### src/rtl/io_periph_ctrl_if.sv
// io_periph_ctrl_if -- CPU MEM-stage load/store bus into the board I/O block.
//   addr   : byte address of the access
//   wr_en  : store qualifier, wdata carries the store data
//   rd_en  : load qualifier, rdata/sel answer in the same cycle
//   rdata  : zero-extended load data (0 when unmapped)
//   sel    : high when addr hits a mapped I/O register
// Modports: master (CPU side) drives the request, slave (peripheral) answers.
interface io_periph_ctrl_if #(
    parameter int DBITS = 32
);
    logic [DBITS-1:0] addr;
    logic             wr_en;
    logic [DBITS-1:0] wdata;
    logic             rd_en;
    logic [DBITS-1:0] rdata;
    logic             sel;

    modport master (output addr, wr_en, wdata, rd_en, input  rdata, sel);
    modport slave  (input  addr, wr_en, wdata, rd_en, output rdata, sel);
endinterface

### src/rtl/io_periph_ctrl.sv
// io_periph_ctrl -- memory-mapped board I/O: seven-segment HEX, LEDR, KEY, SW.
//   clk, reset : core clock, asynchronous active-high reset
//   bus        : io_periph_ctrl_if.slave load/store port (combinational reads)
//   KEY, SW    : raw asynchronous board inputs (KEY active-low)
//   hex_out    : 24-bit seven-segment value, HEXRESET after reset
//   ledr_out   : 10-bit LED value
// Register map: HEX F000, LEDR F020, KDATA F080, KCTRL F084, SDATA F090, SCTRL F094
// (upper address bits FFFFF). CTRL registers: bit0 ready, bit2 overrun.
// Optional feature: define IO_SW_DEBOUNCE_EN to debounce SW over DEBOUNCE_CYCLES
// before it reaches SDATA; otherwise SDATA follows the synchronized SW directly.
module io_periph_ctrl #(
    parameter int          DBITS           = 32,
    parameter int          DEBOUNCE_CYCLES = 500000,
    parameter logic [23:0] HEXRESET        = 24'hFEDEAD
) (
    input  logic                   clk,
    input  logic                   reset,
    io_periph_ctrl_if.slave        bus,
    input  logic [3:0]             KEY,
    input  logic [9:0]             SW,
    output logic [23:0]            hex_out,
    output logic [9:0]             ledr_out
);
    localparam logic [DBITS-1:0] A_HEX   = DBITS'(32'hFFFFF000);
    localparam logic [DBITS-1:0] A_LEDR  = DBITS'(32'hFFFFF020);
    localparam logic [DBITS-1:0] A_KDATA = DBITS'(32'hFFFFF080);
    localparam logic [DBITS-1:0] A_KCTRL = DBITS'(32'hFFFFF084);
    localparam logic [DBITS-1:0] A_SDATA = DBITS'(32'hFFFFF090);
    localparam logic [DBITS-1:0] A_SCTRL = DBITS'(32'hFFFFF094);

    logic [23:0] hex_q, hex_d;
    logic [9:0]  ledr_q, ledr_d;
    // KEY is inverted on entry so the synchronizer's reset value means "not pressed";
    // key_s2_q is KDATA itself.
    logic [3:0]  key_s1_q, key_s2_q, key_prev_q;
    logic [9:0]  sw_s1_q, sw_s2_q;
    logic [9:0]  sdata_q, sdata_d, sdata_prev_q;
    logic        krdy_q, krdy_d, kovr_q, kovr_d;
    logic        srdy_q, srdy_d, sovr_q, sovr_d;

    logic hit_hex, hit_ledr, hit_kdata, hit_kctrl, hit_sdata, hit_sctrl;
    logic kchg, kclr, kwclr, schg, sclr, swclr;
    logic unused_wdata;

    assign hit_hex   = (bus.addr == A_HEX);
    assign hit_ledr  = (bus.addr == A_LEDR);
    assign hit_kdata = (bus.addr == A_KDATA);
    assign hit_kctrl = (bus.addr == A_KCTRL);
    assign hit_sdata = (bus.addr == A_SDATA);
    assign hit_sctrl = (bus.addr == A_SCTRL);
    assign unused_wdata = ^bus.wdata;

    // Change pulses are one cycle after the data register moved, so ready
    // lands the cycle after that.
    assign kchg  = (key_s2_q != key_prev_q);
    assign schg  = (sdata_q != sdata_prev_q);
    assign kclr  = bus.rd_en & hit_kdata;
    assign sclr  = bus.rd_en & hit_sdata;
    assign kwclr = bus.wr_en & hit_kctrl & ~bus.wdata[2];
    assign swclr = bus.wr_en & hit_sctrl & ~bus.wdata[2];

    always_comb begin
        hex_d  = hex_q;
        ledr_d = ledr_q;
        if (bus.wr_en && hit_hex)  hex_d  = bus.wdata[23:0];
        if (bus.wr_en && hit_ledr) ledr_d = bus.wdata[9:0];
        // Set beats a same-cycle clearing read, and that read also masks overrun.
        krdy_d = kchg | (krdy_q & ~kclr);
        kovr_d = (kchg & krdy_q & ~kclr) | (kovr_q & ~kwclr);
        srdy_d = schg | (srdy_q & ~sclr);
        sovr_d = (schg & srdy_q & ~sclr) | (sovr_q & ~swclr);
    end

`ifdef IO_SW_DEBOUNCE_EN
    localparam int            CW       = $clog2(DEBOUNCE_CYCLES + 1);
    localparam logic [CW-1:0] CNT_LAST = CW'(DEBOUNCE_CYCLES - 1);
    logic [CW-1:0] cnt_q, cnt_d;
    logic [9:0]    sw_cand_q;

    // cnt_d is the number of cycles the candidate has been held beyond its
    // first one; any movement of the synchronized value starts over at 0.
    always_comb begin
        cnt_d   = cnt_q;
        sdata_d = sdata_q;
        if (sw_s2_q == sdata_q || sw_s2_q != sw_cand_q) cnt_d = '0;
        else if (cnt_q != CNT_LAST)                     cnt_d = cnt_q + 1'b1;
        if (sw_s2_q != sdata_q && cnt_d == CNT_LAST) sdata_d = sw_s2_q;
    end

    always_ff @(posedge clk or posedge reset) begin
        if (reset) begin
            cnt_q     <= '0;
            sw_cand_q <= '0;
        end else begin
            cnt_q     <= cnt_d;
            sw_cand_q <= sw_s2_q;
        end
    end
`else
    always_comb sdata_d = sw_s2_q;
`endif

    always_ff @(posedge clk or posedge reset) begin
        if (reset) begin
            hex_q        <= HEXRESET;
            ledr_q       <= '0;
            key_s1_q     <= '0;
            key_s2_q     <= '0;
            key_prev_q   <= '0;
            sw_s1_q      <= '0;
            sw_s2_q      <= '0;
            sdata_q      <= '0;
            sdata_prev_q <= '0;
            krdy_q       <= 1'b0;
            kovr_q       <= 1'b0;
            srdy_q       <= 1'b0;
            sovr_q       <= 1'b0;
        end else begin
            hex_q        <= hex_d;
            ledr_q       <= ledr_d;
            key_s1_q     <= ~KEY;
            key_s2_q     <= key_s1_q;
            key_prev_q   <= key_s2_q;
            sw_s1_q      <= SW;
            sw_s2_q      <= sw_s1_q;
            sdata_q      <= sdata_d;
            sdata_prev_q <= sdata_q;
            krdy_q       <= krdy_d;
            kovr_q       <= kovr_d;
            srdy_q       <= srdy_d;
            sovr_q       <= sovr_d;
        end
    end

    always_comb begin
        bus.rdata = '0;
        if (hit_hex)   bus.rdata = DBITS'(hex_q);
        if (hit_ledr)  bus.rdata = DBITS'(ledr_q);
        if (hit_kdata) bus.rdata = DBITS'(key_s2_q);
        if (hit_kctrl) bus.rdata = DBITS'({kovr_q, 1'b0, krdy_q});
        if (hit_sdata) bus.rdata = DBITS'(sdata_q);
        if (hit_sctrl) bus.rdata = DBITS'({sovr_q, 1'b0, srdy_q});
    end

    assign bus.sel  = hit_hex | hit_ledr | hit_kdata | hit_kctrl | hit_sdata | hit_sctrl;
    assign hex_out  = hex_q;
    assign ledr_out = ledr_q;
endmodule

### src/flat_wrapper.sv
// flat-port wrapper written by rule: the top's interface ports become plain ports
module io_periph_ctrl_flat 
#(
    parameter int          DBITS           = 32,
    parameter int          DEBOUNCE_CYCLES = 500000,
    parameter logic [23:0] HEXRESET        = 24'hFEDEAD
)
  (clk, reset, KEY, SW, hex_out, ledr_out, bus_addr, bus_wr_en, bus_wdata, bus_rd_en, bus_rdata, bus_sel);
  io_periph_ctrl_if #(.DBITS(DBITS)) bus_i ();
  input  logic clk;
  input  logic reset;
  input  logic [3:0] KEY;
  input  logic [9:0] SW;
  output logic [23:0] hex_out;
  output logic [9:0] ledr_out;
  input wire logic [$bits(bus_i.addr)-1:0] bus_addr;
  input wire logic [$bits(bus_i.wr_en)-1:0] bus_wr_en;
  input wire logic [$bits(bus_i.wdata)-1:0] bus_wdata;
  input wire logic [$bits(bus_i.rd_en)-1:0] bus_rd_en;
  output wire logic [$bits(bus_i.rdata)-1:0] bus_rdata;
  output wire logic [$bits(bus_i.sel)-1:0] bus_sel;
  assign bus_i.addr = bus_addr;
  assign bus_i.wr_en = bus_wr_en;
  assign bus_i.wdata = bus_wdata;
  assign bus_i.rd_en = bus_rd_en;
  assign bus_rdata = bus_i.rdata;
  assign bus_sel = bus_i.sel;
  io_periph_ctrl #(.DBITS(DBITS), .DEBOUNCE_CYCLES(DEBOUNCE_CYCLES), .HEXRESET(HEXRESET)) u_core (.clk(clk), .reset(reset), .bus(bus_i), .KEY(KEY), .SW(SW), .hex_out(hex_out), .ledr_out(ledr_out));
endmodule
### config.mk
export PLATFORM = sky130hd
export DESIGN_NAME = io_periph_ctrl_flat
export DESIGN_NICKNAME = d
export VERILOG_FILES = /design/src/rtl/io_periph_ctrl_if.sv /design/src/rtl/io_periph_ctrl.sv /design/src/flat_wrapper.sv
export SDC_FILE = /design/constraint.sdc
export NUM_CORES = 1
export LEC_CHECK = 0
export ABC_AREA = 1
export CAP_MARGIN = 20
export CORE_UTILIZATION = 43
export DETAILED_ROUTE_END_ITERATION = 6
export PLACE_DENSITY = 0.79
export SYNTH_ARGS = -nofsm -noshare
export SYNTH_HDL_FRONTEND = slang
export SYNTH_SLANG_ARGS = --single-unit
### constraint.sdc
create_clock -name clk -period 7.4 [get_ports clk]
set_input_delay 1.48 -clock clk [delete_from_list [all_inputs] [get_ports clk]]
set_output_delay 1.48 -clock clk [all_outputs]
set_load 0.02 [all_outputs]
After elaboration in Yosys (flattened, before gate mapping)
Index checks and enable logic that the tools add are counted.
Widths: inputs -> output; s select.
Storage, ports and cells
  bits of input ports: 82
  register bits: 90
  output and inout port bits: 67
  word-level logic and storage cells: 58
Operators by class
  reductions and logical operators: 2
  muxes and demuxes: 6
  eq/ne operators: 8
  bitwise gates (word level): 29
Operators by type and width (count)
  $eq 32x32->1 const B: 6
  $mux 24: 6
  $and 1x1->1: 14
  $ne 10x10->1: 1
  $or 1x1->1: 9
  $not 1->1: 5
  $ne 4x4->1: 1
  $not 4->4: 1
  $logic_and 1x1->1: 2

Depth between registers and ports, before layout
  depth in word-level cells: 7
  gate-level depth with buffers: 11
  depth with buffers taken out: 11

Worst setup path before layout
No wires, ideal clock.
  path type: input -> output
  start: input bus_addr[10]
  end: output bus_rdata[5]
  path slack: 3.335 ns
  stages: 8
  data required time: 5.920 ns
  buffers on the path: 1
  arrival: 2.585 ns
  cells stage by stage: inv_1 -> nand2_1 -> nor2_2 -> nand2_2 -> nor2_4 -> nand2_4 -> buf_6 -> o221ai_1
On the way
  longest elaborated chain between the ends: 7
  elaborated cells between the ends (all ways): 12
  classes of those cells: eq/ne (6); mux (6)
RTL lines
  start, declared: RTL line flat_wrapper.sv:16  | input wire logic [$bits(bus_i.addr)-1:0] bus_addr;
  $eq 32x32->1: RTL line io_periph_ctrl.sv:45  | assign hit_hex = (bus.addr == A_HEX);
  $mux 24: RTL line io_periph_ctrl.sv:137  | if (hit_hex) bus.rdata = DBITS'(hex_q);
  $mux 24: RTL line io_periph_ctrl.sv:138  | if (hit_ledr) bus.rdata = DBITS'(ledr_q);
  $mux 24: RTL line io_periph_ctrl.sv:139  | if (hit_kdata) bus.rdata = DBITS'(key_s2_q);
  $mux 24: RTL line io_periph_ctrl.sv:140  | if (hit_kctrl) bus.rdata = DBITS'({kovr_q, 1'b0, krdy_q});
  $mux 24: RTL line io_periph_ctrl.sv:141  | if (hit_sdata) bus.rdata = DBITS'(sdata_q);
  $mux 24 (*): RTL line io_periph_ctrl.sv:142  | if (hit_sctrl) bus.rdata = DBITS'({sovr_q, 1'b0, srdy_q});
  end, declared: RTL line flat_wrapper.sv:20  | output wire logic [$bits(bus_i.rdata)-1:0] bus_rdata;
Every way passes the cells marked *; elsewhere a longest branch is shown, timed or not.

Worst setup path in the final report
  start: input bus_addr[20]
  end: output bus_rdata[3]
The elaborated chain is that of the path after synthesis.

==> summary.txt <==
Run status
  – Result of the run: finished clean

Worst setup path
  – Kind of critical path: primary input to primary output
  – Data arrival, critical path: 4.22 ns
  – Reg2reg path depth: 3
  – Critical path launch point type: primary input
  – Crit. End Element: primary output
  – Endpoint of the most critical register-to-register path: u_core.kovr_q
  – Flop2flop setup slack: 6.18 ns
  – Crit-path max FO: 32
  – WP data required: 5.92 ns
  – Launch instance of the worst register-to-register path: u_core.key_s2_q[3]

GRT
  – Via count of the first global-routing pass: 3,121
  – First-pass GRT wire length: 14,200 um
  – Combined global-route utilization of all metal layers: 18.8%
  – Largest net degree at the start of global routing: 91
  – Congestion Overflow GR: 0
  – Number of antenna violations at the first check in global routing: 0

Place
  – Post-place instance area: 5200 sq um
  – Final GP Congestion: 0.821
  – DP Wirelength: 6320 um
  – Quantity of I/O buffers inserted on ports: 132

Route
  – Final antenna-violating net count: 0
  – Detailed-route DRC error count: 0
  – Routed wire length: 8670 um
  – Via count: 3,181
  – Drt first-iter violations: 127
  – Via count normalized by instance count: 4.82
  – Wire length per cell: 13.1 um
  – First-pass iteration count of the detailed router: 4

Hold path
  – Worst min-delay path endpoint: u_core.sdata_q[5]
  – Class of the tightest hold or removal check: register to register
  – Hold-critical path depth: 0
  – HP Start: u_core.sdata_d[5]

Finish
  – Area growth from synthesis to layout: 40.7%
  – Most frequent cells in the layout: 132 x sky130_fd_sc_hd__clkdlybuf4s50_1, 112 x sky130_fd_sc_hd__nand2_1, 72 x sky130_fd_sc_hd__dfrtp_1, 48 x sky130_fd_sc_hd__inv_1, 45 x sky130_fd_sc_hd__nand3_1
  – Post-Layout Inst Area: 5450 sq um
  – Footprint of the multi-input gates: 1250 sq um
  – Count of antenna diodes in the layout: 0
  – Fill cells: 736
  – Number of nets at the end of the flow: 629
  – Share of layout cells above drive strength 1: 10.7%
  – Final standard cell utilization of the core: 62.5%
  – Most common cell after layout, fill and taps aside: sky130_fd_sc_hd__clkdlybuf4s50_1
  – Sequential cell area: 2270 sq um

Timing
  – Final setup skew: 0.00456 ns
  – Ratio of final minimum period to clock period: 77.0%
  – Final critical delay including setup and external delays: 5.70 ns
  – Slew at the pin closest to its max-slew limit: 0.551 ns
  – Final total negative setup slack: 0 ns
  – Number of hold-slack violations in the final timing report: 0
  – F_max: 175 MHz
  – Worst slew margin relative to its limit: 63.1%
  – Worst Hold Margin: 0.353 ns
  – Final count of negative-setup-slack endpoints: 0
  – Number of pins with negative max-slew slack in the final report: 0
  – Unrepaired setup endpoints after global routing: false

Synthesis
  – Count of unique library cells instantiated by Yosys: 32
  – Synth Area in Simple Gates: 26.2%
  – Post-synthesis sequential area ratio: 58.7%
  – Adder-cell area share of the yosys netlist: 0%
  – Proportion of synthesized area in mux cells: 0%
  – Average cell area after synthesis: 9.33 sq um
  – Ys Warns: 0
  – Async set-or-reset flop fraction in the synthesized netlist: 100%
  – Gate count after technology mapping: 415
  – Post-synth top flop: sky130_fd_sc_hd__dfrtp_1
  – Compound-Gate Fraction of Synth Area: 3.30%
  – Dominant combinational cell family by area after synthesis: simple AND/OR/NAND/NOR gates
  – Xor-xnor portion of the synthesized cell area: 2.04%
  – Summed instance area of the synthesized netlist: 3870 sq um
  – Total of flip-flops plus latches after synthesis: 90
  – EDFF count, synth: 0

Floorplan
  – Floorplan core area: 8720 sq um
  – Number of core rows: 34
  – Starting density of the core: 44.4%
  – I/O pin count: 149
  – Die Y-Extent: 96.9 um
  – Chip Width: 96.9 um
  – Die area: 9390 sq um

Power and ir drop
  – Switching part of the total: 22.2%
  – Clock network power share: 38.6%
  – Part of the power in combinational logic: 7.8%
  – Static power due to leakage: 0.00246 uW
  – Power share of the sequential group: 53.6%
  – Total power after layout: 957 uW
  – Switching power: 212 uW
  – Internal power contribution: 744 uW
  – Worst vdd ir: 0.138 mV
  – Power per cell area: 176 nW/um^2

Clock network
  – Number of hold buffers added after cts: 0
  – Number of gates resized after cts: 0
  – # Post-CTS Setup Buffers: 0
  – Clock tree sinks: 90
  – Cell at the root of the clock tree: sky130_fd_sc_hd__clkbuf_8
  – Clock Pin Slew Worst Setup and Hold Paths: 0.09 ns
  – Clk buf depth: 2
  – Number of buffers added by the clock tree synthesis step: 9
  – CTS tree: yes
  – Clock insertion delay at the later pin of the skew report: 0.34 ns
  – H-tree depth: 3

Flow run
  – Max-cap violations: 0
-- critical path, stage by stage --
cell	delay, ns
sky130_fd_sc_hd__clkdlybuf4s50_1	0.47
sky130_fd_sc_hd__nand2_1	0.05
sky130_fd_sc_hd__nor2_1	0.09
sky130_fd_sc_hd__nand2_1	0.09
sky130_fd_sc_hd__nor2_4	0.47
sky130_fd_sc_hd__nand2_4	0.23
sky130_fd_sc_hd__clkinv_2	0.40
sky130_fd_sc_hd__nand2_1	0.11
sky130_fd_sc_hd__nand3_1	0.09
sky130_fd_sc_hd__nand2_1	0.07
sky130_fd_sc_hd__nand2_1	0.08
sky130_fd_sc_hd__clkdlybuf4s50_1	0.60
-- synth_stat cells (2+ instances only) --
cell type	count	share of area (%)
sky130_fd_sc_hd__nor2_2	2	0.32
sky130_fd_sc_hd__nand4_1	8	1.3
sky130_fd_sc_hd__nand3_1	45	5.8
sky130_fd_sc_hd__inv_2	2	0.19
sky130_fd_sc_hd__nor3_1	3	0.39
sky130_fd_sc_hd__nor2_1	32	3.1
sky130_fd_sc_hd__nor2_4	4	1.2
sky130_fd_sc_hd__dfrtp_1	72	47
sky130_fd_sc_hd__buf_6	5	1.5
sky130_fd_sc_hd__nand2_4	3	0.87
sky130_fd_sc_hd__o211ai_1	2	0.39
sky130_fd_sc_hd__buf_4	11	2.1
sky130_fd_sc_hd__dfstp_2	18	12
sky130_fd_sc_hd__nand2_1	112	11
sky130_fd_sc_hd__inv_1	49	4.7
sky130_fd_sc_hd__o221ai_1	4	0.90
sky130_fd_sc_hd__o21ai_0	14	1.8
sky130_fd_sc_hd__nand2_2	4	0.65
sky130_fd_sc_hd__or2_2	4	0.65
sky130_fd_sc_hd__clkbuf_1	2	0.19
sky130_fd_sc_hd__xor2_1	8	1.8
-- layer usage --
| metal | global-route usage [%] | up-vias | share of wire [%] |
|---|---|---|---|
| met5 | 0 | - | 0 |
| met4 | 6.43 | 0 | 1.1 |
| met3 | 3.54 | 11 | 6.7 |
| met2 | 32.2 | 127 | 50 |
| met1 | 23.9 | 1502 | 42 |
| li1 | - | 1541 | - |
-- registers in the layout, summed over array words and instances (netlist names), 4 cells and up --
| signal | flops |
|---|---|
| u_core.hex_out | 24 |
| u_core.ledr_out | 10 |
| u_core.sdata_d | 10 |
| u_core.sdata_prev_q | 10 |
| u_core.sdata_q | 10 |
| u_core.sw_s1_q | 10 |
| u_core.key_prev_q | 4 |
| u_core.key_s1_q | 4 |
| u_core.key_s2_q | 4 |
-- power groups by stage --
stage	Combinational, uW	Sequential [uW]	Clock [uW]
floorplan	30.5	520	0
global placement	71.8	521	0
detailed placement	73.5	523	0
CTS	73.8	513	379
global route	81.9	514	400
finish	74.5	513	369
-- kinds of logic (layout without fill, tap and decap cells) --
| family | count (synthesis) | after routing |
|---|---|---|
| AOI/OAI and AO/OA | 21 | 21 |
| and+or+nand+nor | 221 | 221 |
| DFF | 90 | 90 |
| other | 1 | 8 |
| xor gates and xnor gates | 9 | 9 |
| buffers and inverters | 73 | 203 |
-- layout make-up --
cell class / count / share of cell area (%)
Clock buffer: 10 / 2.34
Clock inverter: 6 / 1.77
Inverter: 52 / 3.63
Multi-Input combinational cell: 259 / 23.0
Sequential cell: 90 / 41.8
Tap cell: 108 / 2.48
Timing Repair Buffer: 135 / 25.0
-- metrics by stage --
step                std cells  setup slack (ns)
floorplan                 422              3.33
global placement          643              1.70
detailed placement        643              1.66
CTS                       659              1.66
global route              660              1.51
finish                    660              1.70
-- worst max path at each step --
stage                      start           end  slack [ns]
floorplan           bus_addr[10]  bus_rdata[5]        3.33
global placement    bus_addr[20]  bus_rdata[3]        1.70
detailed placement  bus_addr[20]  bus_rdata[3]        1.66
CTS                 bus_addr[20]  bus_rdata[3]        1.66
global route        bus_addr[19]  bus_rdata[3]        1.51
finish              bus_addr[20]  bus_rdata[3]        1.70
Power figures use the tool's default switching activity.
